<file path="src/rtl/fcmp_pipe.sv">
// Two-stage pipelined single-precision compare (FEQ/FLT/FLE) using sign-magnitude ordering.
// S1 registers sign bits and magnitude-relation flags; S2 registers the selected boolean result.
module fcmp_pipe #(
  parameter int TAG_W = 6
) (
  input  logic             clk,
  input  logic             rstn,
  input  logic             flush,
  input  logic             in_valid,
  output logic             in_ready,
  input  logic [1:0]       op,
  input  logic [31:0]      x,
  input  logic [31:0]      y,
  input  logic [TAG_W-1:0] tag,
  output logic             out_valid,
  input  logic             out_ready,
  output logic [31:0]      res,
  output logic [TAG_W-1:0] out_tag,
  output logic             illegal,
  output logic             busy
);

  localparam logic [1:0] OP_FEQ = 2'b00;
  localparam logic [1:0] OP_FLT = 2'b01;
  localparam logic [1:0] OP_FLE = 2'b10;
  localparam logic [1:0] OP_RSV = 2'b11;

  // Magnitudes are compared on their own; the sign pair then decides which relation applies.
  function automatic logic cmp_sel(input logic [1:0] sel, input logic sx, input logic sy,
                                   input logic gt, input logic eq, input logic lt);
    logic r;
    r = 1'b0;
    case (sel)
      OP_FEQ: r = (sx == sy) & eq;
      OP_FLT: r = (sx != sy) ? sx : (sx ? gt : lt);
      OP_FLE: r = (sx != sy) ? sx : (eq | (sx ? gt : lt));
      default: r = 1'b0;
    endcase
    return r;
  endfunction

  logic             vld_p1, vld_p2;
  logic             rdy_p1, rdy_p2;
  logic             load_p1, move_p2;

  logic signed [31:0] diff_p0;
  logic             gt_p0, eq_p0, lt_p0;

  logic [1:0]       op_p1;
  logic [TAG_W-1:0] tag_p1;
  logic             sx_p1, sy_p1, gt_p1, eq_p1, lt_p1;

  logic [31:0]      res_p2;
  logic [TAG_W-1:0] tag_p2;
  logic             ill_p2;

  assign rdy_p2   = ~vld_p2 | out_ready;
  assign rdy_p1   = ~vld_p1 | rdy_p2;
  assign in_ready = rdy_p1 & ~flush;
  assign load_p1  = in_valid & in_ready;
  assign move_p2  = vld_p1 & rdy_p2 & ~flush;

  // Both magnitudes are below 2^31, so the difference never overflows 32 signed bits.
  assign diff_p0 = $signed({1'b0, x[30:0]}) - $signed({1'b0, y[30:0]});
  assign lt_p0   = diff_p0 < 0;
  assign eq_p0   = diff_p0 == 0;
  assign gt_p0   = ~lt_p0 & ~eq_p0;

  // ---- stage 1: operand relation flags ----
  always_ff @(posedge clk or negedge rstn) begin
    if (!rstn) begin
      vld_p1 <= 1'b0;
    end else if (flush) begin
      vld_p1 <= 1'b0;
    end else if (load_p1) begin
      vld_p1 <= 1'b1;
    end else if (move_p2) begin
      vld_p1 <= 1'b0;
    end
  end

  always_ff @(posedge clk) begin
    if (load_p1) begin
      op_p1  <= op;
      tag_p1 <= tag;
      sx_p1  <= x[31];
      sy_p1  <= y[31];
      gt_p1  <= gt_p0;
      eq_p1  <= eq_p0;
      lt_p1  <= lt_p0;
    end
  end

  // ---- stage 2: result select, registers drive the ports ----
  always_ff @(posedge clk or negedge rstn) begin
    if (!rstn) begin
      vld_p2 <= 1'b0;
    end else if (flush) begin
      vld_p2 <= 1'b0;
    end else if (move_p2) begin
      vld_p2 <= 1'b1;
    end else if (out_ready) begin
      vld_p2 <= 1'b0;
    end
  end

  always_ff @(posedge clk or negedge rstn) begin
    if (!rstn) begin
      res_p2 <= '0;
      tag_p2 <= '0;
      ill_p2 <= 1'b0;
    end else if (move_p2) begin
      res_p2 <= {31'b0, cmp_sel(op_p1, sx_p1, sy_p1, gt_p1, eq_p1, lt_p1)};
      tag_p2 <= tag_p1;
      ill_p2 <= (op_p1 == OP_RSV);
    end
  end

  assign out_valid = vld_p2;
  assign res       = res_p2;
  assign out_tag   = tag_p2;
  assign illegal   = ill_p2;
  assign busy      = vld_p1 | vld_p2;

endmodule

</file>
<file path="config.mk">
export PLATFORM = sky130hd
export DESIGN_NAME = fcmp_pipe
export DESIGN_NICKNAME = d
export VERILOG_FILES = /design/src/rtl/fcmp_pipe.sv
export SDC_FILE = /design/constraint.sdc
export NUM_CORES = 1
export LEC_CHECK = 0
export ABC_AREA = 1
export CAP_MARGIN = 30
export CORE_MARGIN = 5
export CORE_UTILIZATION = 38
export CTS_BUF_LIST = sky130_fd_sc_hd__clkbuf_16
export CTS_CLUSTER_DIAMETER = 150
export CTS_CLUSTER_SIZE = 12
export DETAILED_ROUTE_END_ITERATION = 8
export PLACE_DENSITY = 0.66
export SLEW_MARGIN = 20
export SYNTH_ARGS = -nofsm -noshare
export SYNTH_HDL_FRONTEND = slang
export SYNTH_SLANG_ARGS = --single-unit
</file>
<file path="constraint.sdc">
create_clock -name clk -period 1.75 [get_ports clk]
set_clock_uncertainty 0.1 [all_clocks]
set_input_delay 0.2625 -clock clk [delete_from_list [all_inputs] [get_ports clk]]
set_output_delay 0.2625 -clock clk [all_outputs]
set_load 0.02 [all_outputs]
</file>
# Word level (Yosys, flattened, before mapping)
# Cells that the tools add are included.
# Widths: inputs -> output; s select.
[totals]
ff_bits = 23
input_bits = 77
wordCells = 48
ram_bits = 0
latchBits = 0
out_inout_bits = 42
mem_bits_ro = 0
memories = 0
[op_classes]
muxes = 10
multipliers = 0
addsub = 1
shift = 0
bitwise = 15
magnitude_cmp = 1
n_reduce_logical = 4
eq_ne = 5
n_div = 0
[ops]
columns = ["operator", "n"]
rows = [
  ["$logic_not 32->1", 1],
  ["$lt 32x1->1 const B", 1],
  ["$sub 31x31->32", 1],
  ["$mux 1", 9],
  ["$and 1x1->1", 6],
  ["$reduce_bool 3->1", 2],
  ["$not 1->1", 5],
  ["$eq 2x2->1 const B", 2],
  ["$or 1x1->1", 4],
  ["$pmux 1 s3", 1],
  ["$eq 2x1->1 const B", 1],
  ["$logic_not 2->1", 1],
  ["$eq 1x1->1", 1],
  ["$ne 1x1->1", 1],
]

# Longest topological paths before layout
[depth]
depth_word = 7
depth_mapped = 18
depth_no_buf = 18

# Worst setup path before layout
# OpenSTA, ideal clock, no wires.
[synth_timing]
kind = "input-to-reg"
startpoint = "input x[0]"
endpoint = "register gt_p1, data pin"
required_time_ps = 1393
path_stages = 17
setup_ps = 257
arrival_time_ps = 1841
slack_ps = -448
n_path_buf = 0
cell_sequence = "inv_1 -> ha_1 -> fa_1 -> inv_1 -> nand3_1 -> nand2_2 -> nand2_1 -> nand2_1 -> nand2_1 -> nand2_1 -> nand2_1 -> nand3_1 -> nand2_1 -> nor2_1 -> nand3_1 -> nor2_1 -> a21oi_1"
[synth_via]
elab_chain_len = 4
word_cells_on_any_way = 6
classes_between = "add/sub: 1; order compare: 1; bitwise: 3; reduce/logical: 1"
[synth_lines]
columns = ["element", "line_no", "text"]
rows = [
  ["start: declaration", "12", "input logic [31:0] x,"],
  ["$sub 31x31->32 (*)", "64", "assign diff_p0 = $signed({1'b0, x[30:0]}) - $signed({1'b0, y[30:0]});"],
  ["$lt 32x1->1 or $logic_not 32->1 (tied branches)", "65, 66", ""],
  ["$not 1->1", "67", "assign gt_p0 = ~lt_p0 & ~eq_p0;"],
  ["$and 1x1->1 (*)", "67", ""],
  ["named net gt_p0", "47", "logic gt_p0, eq_p0, lt_p0;"],
  ["end signal: assignment", "88", "gt_p1 <= gt_p0;"],
  ["end: declaration", "51", "logic sx_p1, sy_p1, gt_p1, eq_p1, lt_p1;"],
]
# Mark *: on every way through the listed nets, which the timed path passes. The rest lies on a longest branch.
# A chain may end at the register's enable or synchronous reset.

# Worst setup path in the final report
[layout_timing]
startpoint = "input x[23]"
endpoint = "register eq_p1, data pin"
[layout_via]
elab_chain_len = 2
[layout_lines]
columns = ["element", "line_no", "text"]
rows = [
  ["$sub 31x31->32", "64", ""],
  ["$logic_not 32->1", "66", "assign eq_p0 = diff_p0 == 0;"],
  ["named net eq_p0", "47", ""],
  ["end signal: assignment", "89", "eq_p1 <= eq_p0;"],
  ["end: declaration", "51", ""],
]
# The timed path passes the listed nets, and every way through them passes these cells.

==> metrics.md <==
| Metric | Value |
|---|---|
| Outcome | `finished with violations` |
| Failing checks | `setup timing` |
| CTS Sinks | `23` |
| First-pass GRT wire length | `21.46 mm` |
| Min-delay worst type | `input pin to async pin` |
| Worst-Skew Late Latency | `0.24 ns` |
| FMAX | `0.4711 GHz` |
| Cell taking the most area after synthesis | `nand2_1` |
| Synthesis Warnings | `0` |
| Antenna violations before repair | `0` |
| Critical Path Fanout Max | `4` |
| Antenna diodes | `0` |
| Area grow syn2layout | `69.99%` |
| Hold Fails Final Rpt | `0` |
| Design area | `6719 sq um` |
| HPWL Detailed | `10.37 mm` |
| Maximum clock path buffer count | `2` |
| Pins over their slew limit | `0` |
| Crit path kind | `input pin to flop` |
| Crit end category | `flop` |
| Setup TNS | `-0.7678 ns` |
| Reg area | `between 600 and 700 sq um` |
| Routed wire length per instance | `between 10 and 15 um` |
| IO Pins | `approximately 120` |
| Initial core utilization | `38.63%` |
| CP arrival | `2.03 ns` |
| Maximum vdd drop | `0.3523 mV` |
| Final ANT Viol Nets | `0` |
| Die width | `112.0 um` |
| Top cells by area, synth | `nand2_1, inv_1, edfxtp_1, ha_1, dfrtp_1` |
| Syn Inst Count | `722` |
| TritonCTS clock tree | `built` |
| Die H | `112.0 um` |
| Final period util | `121.3%` |
| Drt drc | `0` |
| Max_cap viols | `0` |
| NumNets Final | `just over 1000` |
| Initial DRT Pass Iterations | `6` |
| Setup crit start kind | `input pin` |
| Req. time, crit path | `1.65 ns` |
| Routed WL | `13.22 mm` |
| Total die area | `12540 sq um` |
| Core area | `10230 sq um` |
| Leakage | `3.595 nW` |
| Final min period | `approximately 2.1 ns` |
| DRT iter0 DRCs | `245` |
| Fill cells | `906` |
| Grt total ovfl | `0` |
| #FFs+latches synth | `23` |
| Root Driver | `clkbuf_16` |
| Largest net degree at the start of global routing | `14` |
| Vias | `4850` |
| H-tree levels | `1` |
| Pwr dens | `498.2 nW/um^2` |
| Share of post-route cells with drive strength above 1 | `roughly 46%` |
| GRT Total Usage | `20.31%` |
| Drt via density | `~4.7` |
| Mapped cell area | `3953 sq um` |
| Endpoints failing setup | `3` |
| Cts bufs inserted | `3` |
| Vias in the first global route | `4744` |
| IO Port Bufs | `87` |
| Syn Area/Cell | `around 5.5 sq um` |
| Row count | `37` |
| Setup repair after global routing missed its margin | `true` |
| Multi-input gate area | `3701 sq um` |
| Worst reg-to-reg path cell count | `9` |
| Placed Area | `5464 sq um` |
| Yosys cell types | `32` |
| Post-synth top area share | `25.36%` |
| Setup slack after layout | `-0.3728 ns` |
| Clock slew at reported path FFs | `0.05 ns` |
| Total power | `0.003347 W` |
| Post-CTS Hold Fix Bufs | `0` |
| Gpl congestion | `roughly 0.90` |
| Seq/Total Area, Yosys | `16.21%` |
-- through the flow --
stage	cells	worst slack, ns	hold WS, ns	util (%)
after floorplan	752	-0.3064	-0.1331	-
after global placement	1017	-1.125	0.3304	53.41
after detailed placement	1017	-1.151	0.3347	53.41
after CTS	1041	-0.4348	0.2265	64.97
after global routing	1043	-0.4962	0.2659	65.67
final	1043	-0.3728	0.2148	65.67
-- final timing paths --
path | startpoint | to | slack [ns]
max | x[23] | eq_p1 | -0.37
min | rstn | illegal | 0.21
max reg2reg | out_valid | sx_p1 | 0.24
min reg2reg | tag_p1[5] | out_tag[5] | 0.34
max in group asynchronous | rstn | out_tag[0] | 1.05
min in group clk | tag_p1[5] | out_tag[5] | 0.34
-- synthesized netlist by cell type (all sizes together) --
library cell / count
nand4: 12
dfrtp: 10
a31oi: 1
ha: 31
o21bai: 3
nor3: 8
buf: 31
o21a: 1
nand3: 51
xnor2: 2
nor4: 1
o21ai: 4
a21oi: 23
or2: 1
nand3b: 4
and3: 1
inv: 171
clkinv: 1
nor2: 71
conb: 1
and2: 2
nand2: 278
fa: 1
edfxtp: 13
-- routing by layer --
layer	vias up	wire (um)	share of wire [%]	GRT usage (%)
met2	154	6333	48	37.33
met5	-	0	0	0
met3	19	718	5.4	1.739
met1	2199	5905	45	26.25
met4	0	263	2.0	3.285
li1	2478	-	-	-
-- worst max-delay path, stage by stage --
cell and delay (ns):
dlygate4sd2_1 0.26, ha_4 0.31, nand2_2 0.07, inv_2 0.06
nand2_2 0.08, buf_4 0.15, inv_2 0.05, nand2_2 0.07
nor2_2 0.12, nand2_2 0.10, nand3b_1 0.10, nand2_1 0.06
nand2_2 0.09, buf_4 0.11, inv_1 0.03, nand3_2 0.07
nor3_2 0.04
-- where the power goes --
group	switching, W	internal [W]
Clock	0.000158	0.000306
Sequential	0.0000213	0.000626
Combinational	0.00124	0.000994
Total	0.00142	0.00193
-- area by class of cell --
class	instances	area share, %
multi-input cells	526	55.08
repair buffers	182	21.83
inverters	172	9.832
flip-flops and latches	23	9.534
well taps	136	2.533
clock buffers	3	1.117
clock inverters	1	0.07449
-- what timing repair did --
action / CTS / global route
pin swaps: 174 / 28
endpoints found under the setup margin: 4 / 4
cloned: 0 / 0
resized for setup: 453 / 32
buffers inserted: 20 / 2
-- kinds of logic after synthesis --
kind of cell | synth area share [%]
AO/OA/AOI/OAI | 4.622
AND/OR/NAND/NOR | 46.09
XOR/XNOR | 0.4433
flip-flops | 16.21
buffers and inverters | 22.22
other | 0.09488
adder cells (fa/ha/maj) | 10.32
-- placed cells by master (no fill, tap or decap), drive strengths merged --
cell type,instances
xnor2,2
clkdlybuf4s50,25
nand4,12
a21oi,23
nand2,278
and3,1
conb,31
buf,127
clkinv,2
nand3,51
clkbuf,5
nor4,1
fa,1
nor3,8
edfxtp,13
o21ai,4
or2,1
a31oi,1
inv,171
dlygate4sd2,13
o21bai,3
o21a,1
dfrtp,10
clkdlybuf4s15,14
and2,2
nor2,71
ha,31
nand3b,4
dlymetal6s2s,1
No activity file was read; power rests on OpenSTA's default activity.
